--- config.mk ---
export PLATFORM = sky130hd
export DESIGN_NAME = pzbcm_stream_demux
export DESIGN_NICKNAME = d
export VERILOG_FILES = /design/src/rtl/pzbcm_stream_demux.sv
export SDC_FILE = /design/constraint.sdc
export NUM_CORES = 1
export LEC_CHECK = 0
export CAP_MARGIN = 30
export CORE_ASPECT_RATIO = 1.4
export CORE_MARGIN = 4
export CORE_UTILIZATION = 42
export CTS_CLUSTER_DIAMETER = 60
export DETAILED_ROUTE_END_ITERATION = 7
export PLACE_DENSITY = 0.81
export SLEW_MARGIN = 0
export SYNTH_ARGS = -nofsm -noshare
export SYNTH_HDL_FRONTEND = slang
export SYNTH_SLANG_ARGS = --single-unit
--- constraint.sdc ---
create_clock -name i_clk -period 2.53 [get_ports i_clk]
set_input_delay 0.506 -clock i_clk [delete_from_list [all_inputs] [get_ports i_clk]]
set_output_delay 0.506 -clock i_clk [all_outputs]
set_load 0.03 [all_outputs]
--- src/rtl/pzbcm_stream_demux.sv ---
`default_nettype none
//==============================================================================
// Module      : pzbcm_stream_demux
// Description : 1-to-ENTRIES valid/ready stream router. Each packet is
//               steered to the output named by i_select on its first beat.
//               That destination is held until the last beat. A 2-entry
//               FIFO sits between the input and the outputs. It gives full
//               throughput, and o_ready depends only on registered state.
// Revision    : 1.0 - initial release
//------------------------------------------------------------------------------
// Parameters
//   WIDTH        payload width in bits
//   ENTRIES      number of output streams (>= 2)
//   COUNT_WIDTH  width of the dropped-beat counter
//   INDEX_WIDTH  (derived) width of the destination index
//
// Ports
//   i_clk         clock
//   i_rst_n       asynchronous active-low reset
//   i_valid       input beat valid
//   o_ready       input beat accepted when i_valid & o_ready
//   i_select      destination index, sampled on the first beat of a packet
//   i_data        input payload
//   i_last        last beat of packet
//   o_valid       per-output valid (at most one bit set)
//   i_ready       per-output ready
//   o_data        per-output payload; every lane carries the head data
//   o_last        per-output last; every lane carries the head last flag
//   o_drop_count  count of discarded (out-of-range) beats
//
// Build option
//   PZBCM_STREAM_DEMUX_DROP_COUNTER_EN
//     defined   : o_drop_count counts discarded beats and saturates at all-ones
//     undefined : no counter register; o_drop_count is tied to zero
//==============================================================================
module pzbcm_stream_demux #(
    parameter  int WIDTH       = 32,
    parameter  int ENTRIES     = 4,
    parameter  int COUNT_WIDTH = 16,
    localparam int INDEX_WIDTH = (ENTRIES > 1) ? $clog2(ENTRIES) : 1
) (
    input  logic                     i_clk,
    input  logic                     i_rst_n,
    input  logic                     i_valid,
    output logic                     o_ready,
    input  logic [INDEX_WIDTH-1:0]   i_select,
    input  logic [WIDTH-1:0]         i_data,
    input  logic                     i_last,
    output logic [ENTRIES-1:0]       o_valid,
    input  logic [ENTRIES-1:0]       i_ready,
    output logic [ENTRIES*WIDTH-1:0] o_data,
    output logic [ENTRIES-1:0]       o_last,
    output logic [COUNT_WIDTH-1:0]   o_drop_count
);

    //--------------------------------------------------------------------------
    // Packet lock state
    //--------------------------------------------------------------------------
    typedef enum logic [0:0] {
        OPEN   = 1'b0,
        LOCKED = 1'b1
    } lock_state_t;

    lock_state_t              lock_state;
    lock_state_t              lock_state_next;
    logic [INDEX_WIDTH-1:0]   locked_index;
    logic [INDEX_WIDTH-1:0]   locked_index_next;

    //--------------------------------------------------------------------------
    // Two-entry circular buffer
    //--------------------------------------------------------------------------
    logic [WIDTH-1:0]         buf_data [2];
    logic [1:0]               buf_last;
    logic [INDEX_WIDTH-1:0]   buf_dest [2];
    logic                     wr_ptr;
    logic                     rd_ptr;
    logic [1:0]               count;

    logic                     accept;
    logic                     push;
    logic                     pop;
    logic                     in_range;
    logic [INDEX_WIDTH-1:0]   beat_dest;

    logic                     head_valid;
    logic [WIDTH-1:0]         head_data;
    logic                     head_last;
    logic [INDEX_WIDTH-1:0]   head_dest;

    // o_ready comes only from the occupancy register. It does not depend on
    // i_valid or i_select, so the upstream sees no combinational path.
    assign o_ready   = (count != 2'd2);
    assign accept    = i_valid & o_ready;

    // Inside a packet, the captured destination overrides i_select.
    assign beat_dest = (lock_state == LOCKED) ? locked_index : i_select;

    // An index can only be out of range when ENTRIES is not a power of two.
    generate
        if (ENTRIES == (1 << INDEX_WIDTH)) begin : g_range_full
            assign in_range = 1'b1;
        end else begin : g_range_check
            localparam logic [INDEX_WIDTH:0] ENTRIES_EXT = (INDEX_WIDTH + 1)'(ENTRIES);
            assign in_range = ({1'b0, beat_dest} < ENTRIES_EXT);
        end
    endgenerate

    // Out-of-range beats are accepted but never written into the buffer.
    assign push = accept & in_range;

    assign head_valid = (count != 2'd0);
    assign head_data  = buf_data[rd_ptr];
    assign head_last  = buf_last[rd_ptr];
    assign head_dest  = buf_dest[rd_ptr];

    //--------------------------------------------------------------------------
    // Output lanes. Every lane carries the head payload. Only the lane
    // addressed by the head destination asserts valid.
    //--------------------------------------------------------------------------
    generate
        for (genvar k = 0; k < ENTRIES; k++) begin : g_lane
            assign o_valid[k]                = head_valid & (head_dest == INDEX_WIDTH'(k));
            assign o_data[k*WIDTH +: WIDTH]  = head_data;
            assign o_last[k]                 = head_last;
        end
    endgenerate

    // The head leaves only when its own destination is ready. A stalled
    // destination therefore blocks everything queued behind it.
    assign pop = |(o_valid & i_ready);

    //--------------------------------------------------------------------------
    // Lock FSM
    //--------------------------------------------------------------------------
    always_ff @(posedge i_clk or negedge i_rst_n) begin
        if (!i_rst_n) begin
            lock_state   <= OPEN;
            locked_index <= '0;
        end else begin
            lock_state   <= lock_state_next;
            locked_index <= locked_index_next;
        end
    end

    always_comb begin
        lock_state_next   = lock_state;
        locked_index_next = locked_index;
        if (accept) begin
            case (lock_state)
                OPEN: begin
                    // A single-beat packet never enters LOCKED.
                    if (!i_last) begin
                        lock_state_next   = LOCKED;
                        locked_index_next = i_select;
                    end
                end
                LOCKED: begin
                    if (i_last) begin
                        lock_state_next = OPEN;
                    end
                end
                default: lock_state_next = OPEN;
            endcase
        end
    end

    //--------------------------------------------------------------------------
    // Buffer storage and pointers
    //--------------------------------------------------------------------------
    always_ff @(posedge i_clk or negedge i_rst_n) begin
        if (!i_rst_n) begin
            for (int i = 0; i < 2; i++) begin
                buf_data[i] <= '0;
                buf_dest[i] <= '0;
            end
            buf_last <= '0;
            wr_ptr   <= 1'b0;
            rd_ptr   <= 1'b0;
            count    <= 2'd0;
        end else begin
            if (push) begin
                buf_data[wr_ptr] <= i_data;
                buf_last[wr_ptr] <= i_last;
                buf_dest[wr_ptr] <= beat_dest;
                wr_ptr           <= ~wr_ptr;
            end
            if (pop) begin
                rd_ptr <= ~rd_ptr;
            end
            case ({push, pop})
                2'b10:   count <= count + 2'd1;
                2'b01:   count <= count - 2'd1;
                default: count <= count;
            endcase
        end
    end

    //--------------------------------------------------------------------------
    // Dropped-beat counter
    //--------------------------------------------------------------------------
`ifdef PZBCM_STREAM_DEMUX_DROP_COUNTER_EN
    logic                   drop;
    logic [COUNT_WIDTH-1:0] drop_count;

    assign drop = accept & ~in_range;

    always_ff @(posedge i_clk or negedge i_rst_n) begin
        if (!i_rst_n) begin
            drop_count <= '0;
        end else if (drop && (drop_count != {COUNT_WIDTH{1'b1}})) begin
            drop_count <= drop_count + 1'b1;
        end
    end

    assign o_drop_count = drop_count;
`else
    assign o_drop_count = '0;
`endif

endmodule
`default_nettype wire

==> Word level (Yosys, flattened, before mapping) <==
Index checks and enable logic that the tools add are counted.
{ "classes": {"bitwise": 12, "n_div": 0, "n_mul": 0, "mux": 20, "shift": 0, "eq_ne": 6, "magnitude_cmp": 6, "reduce_logical": 7, "add_sub_neg": 2} }
{ "ops": {"columns": ["cell", "n"], "rows": [
  ["2-to-1 mux 32 bit", 4],
  ["bitwise mux 64 bit", 1],
  ["demux 32 bit (select 1 bit)", 1],
  ["2-to-1 mux 2 bit", 5],
  ["== test 2 bit, second input constant", 3],
  ["bitwise AND 1 bit", 5],
  ["bitwise AND 4 bit", 1],
  ["bitwise mux 4 bit", 1],
  ["== test 2 x 1 -> 1 bit, second input constant", 2],
  [">= comparator 2 bit, second input constant", 2],
  ["< comparator 1 x 2 -> 1 bit, second input constant", 2],
  ["2-to-1 mux 1 bit", 4],
  ["NOT 1 bit", 4],
  ["NOT 1 -> 2 bit", 2],
  ["case mux 2 bit (2 select lines)", 1],
  ["nonzero test 2 bit", 2],
  ["OR reduction 4 bit", 1],
  ["AND reduction 3 bit", 1],
  ["adder 2 x 1 -> 2 bit, second input constant", 1],
  ["bitwise mux 2 bit", 1],
  ["demux 2 bit (select 1 bit)", 1],
  ["logical AND 1 bit", 2],
  ["zero test 2 bit", 1],
  ["< comparator 2 x 1 -> 1 bit, second input constant", 1],
  ["other kinds (4)", 4]
]} }
{ "word_totals": {"out_inout_bits": 153, "input_bits": 42, "ramBits": 0, "romBits": 0, "regBits": 77, "memories": 0, "latchBits": 0} }

==> Depth between registers and ports, before layout <==
Gate-level depths: netlist of run 1.
{ "logic_depth": {"depth_word": 10, "depth_mapped": 8, "mapped_depth_nobuf": 7} }

==> Least setup slack after synthesis of run 1 <==
No wires, ideal clock.
{ "synth_path": {"kind": "flip-flop to output port", "from": "register rd_ptr", "to": "output o_data[116]", "stages_incl_launch_ff": 5, "required_time_ns": 2.024, "t_arrival_ns": 1.392, "slack_ns": 0.632, "cell_sequence": "dfrtp_1 -> buf_2 -> buf_2 -> mux2_2 -> buf_4"} }
{ "synth_via": {"elab_chain_len": 4} }
{ "synth_rtl": {"columns": ["item", "line", "text"], "rows": [
  ["start, declared", "76", "logic rd_ptr;"],
  ["start signal, assigned", "188", "rd_ptr <= ~rd_ptr;"],
  ["NOT 1 -> 2 bit (implied by the code)", "112", "assign head_data = buf_data[rd_ptr];"],
  ["2-to-1 mux 32 bit (implied by the code) (3 in series)", "112", null],
  ["end, declared", "51", "output logic [ENTRIES*WIDTH-1:0] o_data,"]
]} }
Every way passes these cells. The select of a mux whose other input is x is not followed.

==> Worst setup path after layout of run 1 <==
{ "layout_path": {"from": "register rd_ptr", "to": "output o_data[0]"} }
Same word-level chain as after synthesis.

==> summary.txt, run 1 <==
ANT nets after route - 0
max-slew violation count - 0
met1 Track Usage GR - 17.2%
fin nets - 469
#FFs+latches synth - 77
EDFF count, synth - 0
unrepaired setup endpoints after global routing - no
Max-Cap Viols - 0
Skew-Pair Late Insertion Delay - 0.33 ns
post-DP HPWL - 6620 µm
Post-Route Setup TNS - 0 ns
CTS Hold Bufs - 0
post-synthesis compound-gate area fraction - 1.39%
most frequent cells in the layout - 172 x clkdlybuf4s50_1, 97 x mux2_2, 76 x dfrtp_1, 16 x conb_1, 10 x buf_4
starting density of the core - 43.3%
crit path DAT - 1.94 ns
Layout Cells excl Fill - 565
Area Overhead vs Synth - 34.2%
global-route usage over all layers - 14.8%
Final Critical Period - 2.44 ns
Critical Path Fanout Max - 26
Die ar. - 12000 µm²
ys flop type - dfrtp_1
core area - 9950 µm²
Vias - 2598
r2r setup slk - 0.48 ns
yosys warns - 0
fill count - 807
drt first pass iters - 4
vias in the first global route - 2759
Mapped Cells - 341
CTS tree - done
met3 global-route usage - 3.99%
I/O pin count - 195
CP Data Required Time - 2.02 ns
Hold Fails Final Rpt - 0
root buffer cell - clkbuf_16
grt met2 use - 26.6%
Post-Syn Area - 4310 µm²
die height - 128 µm
first-pass GRT wire length - 13900 µm
crit start category - flop
placed insts - 549
main combinational cell family by area after synthesis - multiplexers
busiest metal layer after global routing - met2
initial antenna violation count - 0
CP endpoint kind - primary output
clock transition at the registers of the reported paths - 0.06 ns
cts bufs inserted - 9
grt ovf - 0
ANT cells - 0
simple logic cell fraction of the synthesized area - 2.29%
WS Path Type - flop to primary output
syn_area_per_cell - 12.7 µm²
# clock sinks - 77
leading cell type in the layout, fill and taps excluded - clkdlybuf4s50_1
period utilization - 96.5%
Residual DRC - 0
share of cells above drive strength 1 - 31.6%
FP Rows - 43
Worst Hold Class - input pin to asynchronous set/reset pin
largest net degree at the start of global routing - 77
Post-CTS Repair Setup Buffers - 0
H-Tree Depth - 3
IO buf count - 178
register area share after synthesis - 44.7%
Longest Clk Path Bufs - 2
Peak Freq - 410 MHz
post-synthesis async set-or-reset flop share - 100%
register area - 1930 µm²
# setup viols final - 0
xor and xnor area share after synthesis - 1.02%
status - finished, final reports clean
post-DR vias/cell - 4.60
Initial DRC Count - 69
Routed wire per std cell - 15.8 µm
Clock Skews - 0.00932 ns
drt total wl - 8900 µm
mux share of post-synthesis cell area - 28.2%
post-cts sizing count - 0
RePlAce Congestion - 0.710
Synth Area in Adders - 0.290%
area of the multi-input gates - 1490 µm²
die width - 93.7 µm
distinct cell type count after synthesis - 26
[critical path, stage by stage, from the launching register on]
cell,delay [ns]
dfrtp_2,0.38
buf_12,0.20
mux2_2,0.40
clkdlybuf4s50_1,0.62
[per-layer routing]
layer	wire, µm	part of all wire (%)
met5	0	0
met4	98	1.1
met3	633	7.1
met2	4790	54
met1	3380	38
[through the flow]
step           setup slack [ns]  util (%)  cell area (µm²)  hold WS, ns
2_1_floorplan             0.632         -             4370        0.210
5_1_grt                  0.0180      58.2             5790       0.0690
3_3_place_gp              0.401      54.7             5450        0.469
4_1_cts                  0.0644      57.9             5760        0.363
3_5_place_dp              0.400      54.7             5450        0.479
6_report                 0.0883      58.2             5790       0.0569
[logic make-up (layout without fill, tap and decap cells)]
| family | after synthesis | count (layout) |
|---|---|---|
| compound gates | 9 | 9 |
| xor+xnor | 5 | 5 |
| fa+ha+maj | 1 | 1 |
| buf+inv | 127 | 201 |
| flops | 77 | 77 |
| mux | 107 | 107 |
| other cells | 1 | 16 |
| simple gates | 14 | 14 |
[cell type report]
class	count	share of cell area, %
multi-input cells	152	25.8
well taps	135	2.92
flip-flops and latches	77	33.3
repair buffers	186	32.5
clock inverters	5	1.30
clock buffers	10	4.13
[sequential cells by signal (all words and copies together) (netlist names)]
name and cells:
locked_index 2, buf_last 2, wr_ptr 1, buf_dest 4, count 2, buf_data 64, lock_state 1, rd_ptr 1
[cells in the mapped netlist (all sizes together), types with 2 or more instances]
library cell | number | area, µm²
dfrtp | 77 | 1930
o21ai | 4 | 20.0
mux2i | 6 | 72.6
a21oi | 2 | 10.0
nor2 | 5 | 18.8
xor2 | 2 | 17.5
nand2 | 4 | 22.5
buf | 127 | 951
mux2 | 101 | 1140
xnor2 | 3 | 26.3
[path summary, 6_finish.rpt]
kind / start / endpoint / depth (start not counted)
max in group asynchronous: i_rst_n / rd_ptr / 2
setup reg to reg: rd_ptr / count[1] / 7
setup / recovery: rd_ptr / o_data[0] / 3
min in group i_clk: buf_dest[1] / buf_dest[1] / 2
hold / removal: i_rst_n / buf_data[40] / 1
hold reg to reg: buf_dest[1] / buf_dest[1] / 2
Power of run 1 is left out: the tool's default activity adds up to more than one toggle a clock period on the data nets, which glitch-free logic cannot reach.
==> inputs of run 2 (changes only) <==
--- a/config.mk
+++ b/config.mk
@@ -5,6 +5,7 @@
 export SDC_FILE = /design/constraint.sdc
 export NUM_CORES = 1
 export LEC_CHECK = 0
+export ABC_CLOCK_PERIOD_IN_PS = 2530
 export CAP_MARGIN = 30
 export CORE_ASPECT_RATIO = 1.4
 export CORE_MARGIN = 4
@@ -12,6 +13,7 @@
 export CTS_CLUSTER_DIAMETER = 60
 export DETAILED_ROUTE_END_ITERATION = 7
 export PLACE_DENSITY = 0.81
+export REMOVE_ABC_BUFFERS = 1
 export SLEW_MARGIN = 0
 export SYNTH_ARGS = -nofsm -noshare
 export SYNTH_HDL_FRONTEND = slang
==> run 2 against run 1 <==
Compared with the run above:
- clock skew shrank 0.0022 ns
- global-route usage fell by 1.4 points
- highest routed layer unchanged
- critical path type unchanged
- sequential share of layout area shrank 1.2 points
- cell count down 0.35%
- via count fell by 0.77%
- routed wire length down 2.4%
- core utilization grew 2.2 points
- cell area grew 3.8%
- flip-flop and latch count is the same
==> summary.txt, run 2 (synthesis gave the netlist of run 1 again) <==
IO buf count - 178 (unchanged)
Area Overhead vs Synth - 39.3%
max-slew violation count - 0 (unchanged)
grt ovf - 0 (unchanged)
Residual DRC - 0 (unchanged)
I/O pin count - 195 (unchanged)
CP Data Required Time - 2.02 ns (about the same)
# clock sinks - 77 (unchanged)
first-pass GRT wire length - 13100 µm (-6.2%)
Regs by FF count - buf_data x64, buf_dest x4
H-Tree Depth - 3 (unchanged)
Initial DRC Count - 86 (+25%)
CP peak stage delay - 0.60 ns (-0.02 ns)
CTS tree - done
Worst Hold Class - flop to flop
root buffer cell - clkbuf_16
share of cells above drive strength 1 - 30.8% (-0.79 points)
leading cell type in the layout, fill and taps excluded - dlymetal6s2s_1
WS Path Type - flop to primary output
Vias - 2578 (-0.77%)
largest net degree at the start of global routing - 78 (+1.3%)
ANT nets after route - 0 (unchanged)
drt first pass iters - 4 (unchanged)
Least-Margin Pin Slew - 0.553 ns
fin nets - 466 (-0.64%)
starting density of the core - 43.3% (unchanged)
cts bufs inserted - 9 (unchanged)
crit path setup slack, layout - 0.0616 ns (-0.0267 ns)
relative slew slack - 63.2%
vias in the first global route - 2701 (-2.1%)
CP endpoint kind - primary output
Top reg by flops - buf_data
Critical Path Fanout Max - 19 (-27%)
CP Buf/Inv Count - 2 (unchanged)
Skew-Pair Late Insertion Delay - 0.32 ns (about the same)
period utilization - 97.6% (+1.1 points)
FP Rows - 43 (unchanged)
worst path cell trace - buf_4 -> mux2_2 -> clkdlybuf4s50_1
Die ar. - 12000 µm² (unchanged)
ANT cells - 0 (unchanged)
Longest Clk Path Bufs - 2 (unchanged)
worst slack at placement - 0.310 ns (-0.0894 ns)
crit path DAT - 1.96 ns (+0.02 ns)
core area - 9950 µm² (unchanged)
Top Family by Delay on Critical Path - buffers and inverters
max reg flops - 64 (unchanged)
Hold Fails Final Rpt - 0 (unchanged)
Post-CTS Repair Setup Buffers - 0 (unchanged)
RePlAce Congestion - 0.692 (-2.4%)
Final Critical Period - 2.47 ns (+0.0267 ns)
post-DP HPWL - 5970 µm (-9.8%)
die height - 128 µm (unchanged)
most frequent cells in the layout - 117 x dlymetal6s2s_1, 97 x mux2_2, 76 x dfrtp_1, 55 x clkdlybuf4s50_1, 16 x conb_1
# setup viols final - 0 (unchanged)
Slowest cell on crit path - clkdlybuf4s50_1
initial antenna violation count - 0 (unchanged)
Peak Freq - 405 MHz (-1.1%)
fill count - 765 (-5.2%)
die width - 93.7 µm (unchanged)
post-DR vias/cell - 4.58 (-0.42%)
Routed wire per std cell - 15.4 µm (-2.1%)
Max-Cap Viols - 0 (unchanged)
Clock Skews - 0.00712 ns (-0.00221 ns)
drt total wl - 8680 µm (-2.4%)
crit start category - flop
status - finished, final reports clean
clock transition at the registers of the reported paths - 0.06 ns (about the same)
global-route usage over all layers - 13.4% (-1.4 points)
[run 2: cell types whose count changed in the layout (fill, tap and decap cells not counted), sizes merged, moves of 2 or more]
cell / change
clkdlybuf4s50: -117
dlymetal6s2s: +117
clkinvlp: +2
buf: -5
bufinv: -2
[run 2: final cells by class]
type                    count  area [µm²]  area share [%]
flip-flops and latches     77        1930            32.1
repair buffers            183        2130            35.5
well taps                 135         169            2.81
multi-input cells         152        1490            24.9
clock buffers              11         253            4.20
clock inverters             5        33.8           0.562
[run 2: per-stage QoR]
stage	utilization, %	setup TNS (ns)	std cells	instance area (µm²)	hold slack (ns)
CTS	57.1	0	561	5680	0.371
global route	60.4	-0.000340	563	6010	0.508
floorplan	-	0	229	3420	0.210
global placement	54.2	0	545	5400	0.464
finish	60.4	0	563	6010	0.491
detailed placement	54.2	0	545	5400	0.483
[run 2: worst reg2reg max path, stage by stage (launching register included)]
cell and delay (ns):
dfrtp_2 0.36, buf_4 0.27, mux2i_4 0.38, mux2i_1 0.25, o22ai_2 0.11, ha_1 0.33, nor2_1 0.13, xor2_1 0.15
[run 2: final timing paths]
| check | from | to | slack [ns] | depth (start not counted) |
|---|---|---|---|---|
| max in group asynchronous | i_rst_n | rd_ptr | 1.45 | 3 |
| min in group asynchronous | i_rst_n | buf_data[57] | 0.53 | 2 |
| worst max register to register | rd_ptr | count[1] | 0.47 | 7 |
| worst max-delay path | rd_ptr | o_data[65] | 0.06 | 3 |
| worst min-delay path | buf_data[12] | buf_data[12] | 0.49 | 1 |
| worst min register to register | buf_data[12] | buf_data[12] | 0.49 | 1 |
[run 2: timing repair]
| item | in CTS | in global routing |
|---|---|---|
| setup endpoints to repair | 2 | 128 |
| hold buffers | 0 | 1 |
| pin swaps | 0 | 0 |
| hold endpoints to repair | 0 | 2 |
| gates resized for setup | 1 | 117 |
[run 2: routing by layer]
| metal | up-vias | global-route usage [%] | part of all wire (%) |
|---|---|---|---|
| met1 | 1275 | 16.3 | 37 |
| met3 | 10 | 2.88 | 7.5 |
| li1 | 1183 | - | - |
| met2 | 110 | 23.5 | 54 |
| met5 | - | 0 | 0 |
| met4 | 0 | 4.59 | 1.3 |
Power of run 2 is left out for the same reason.
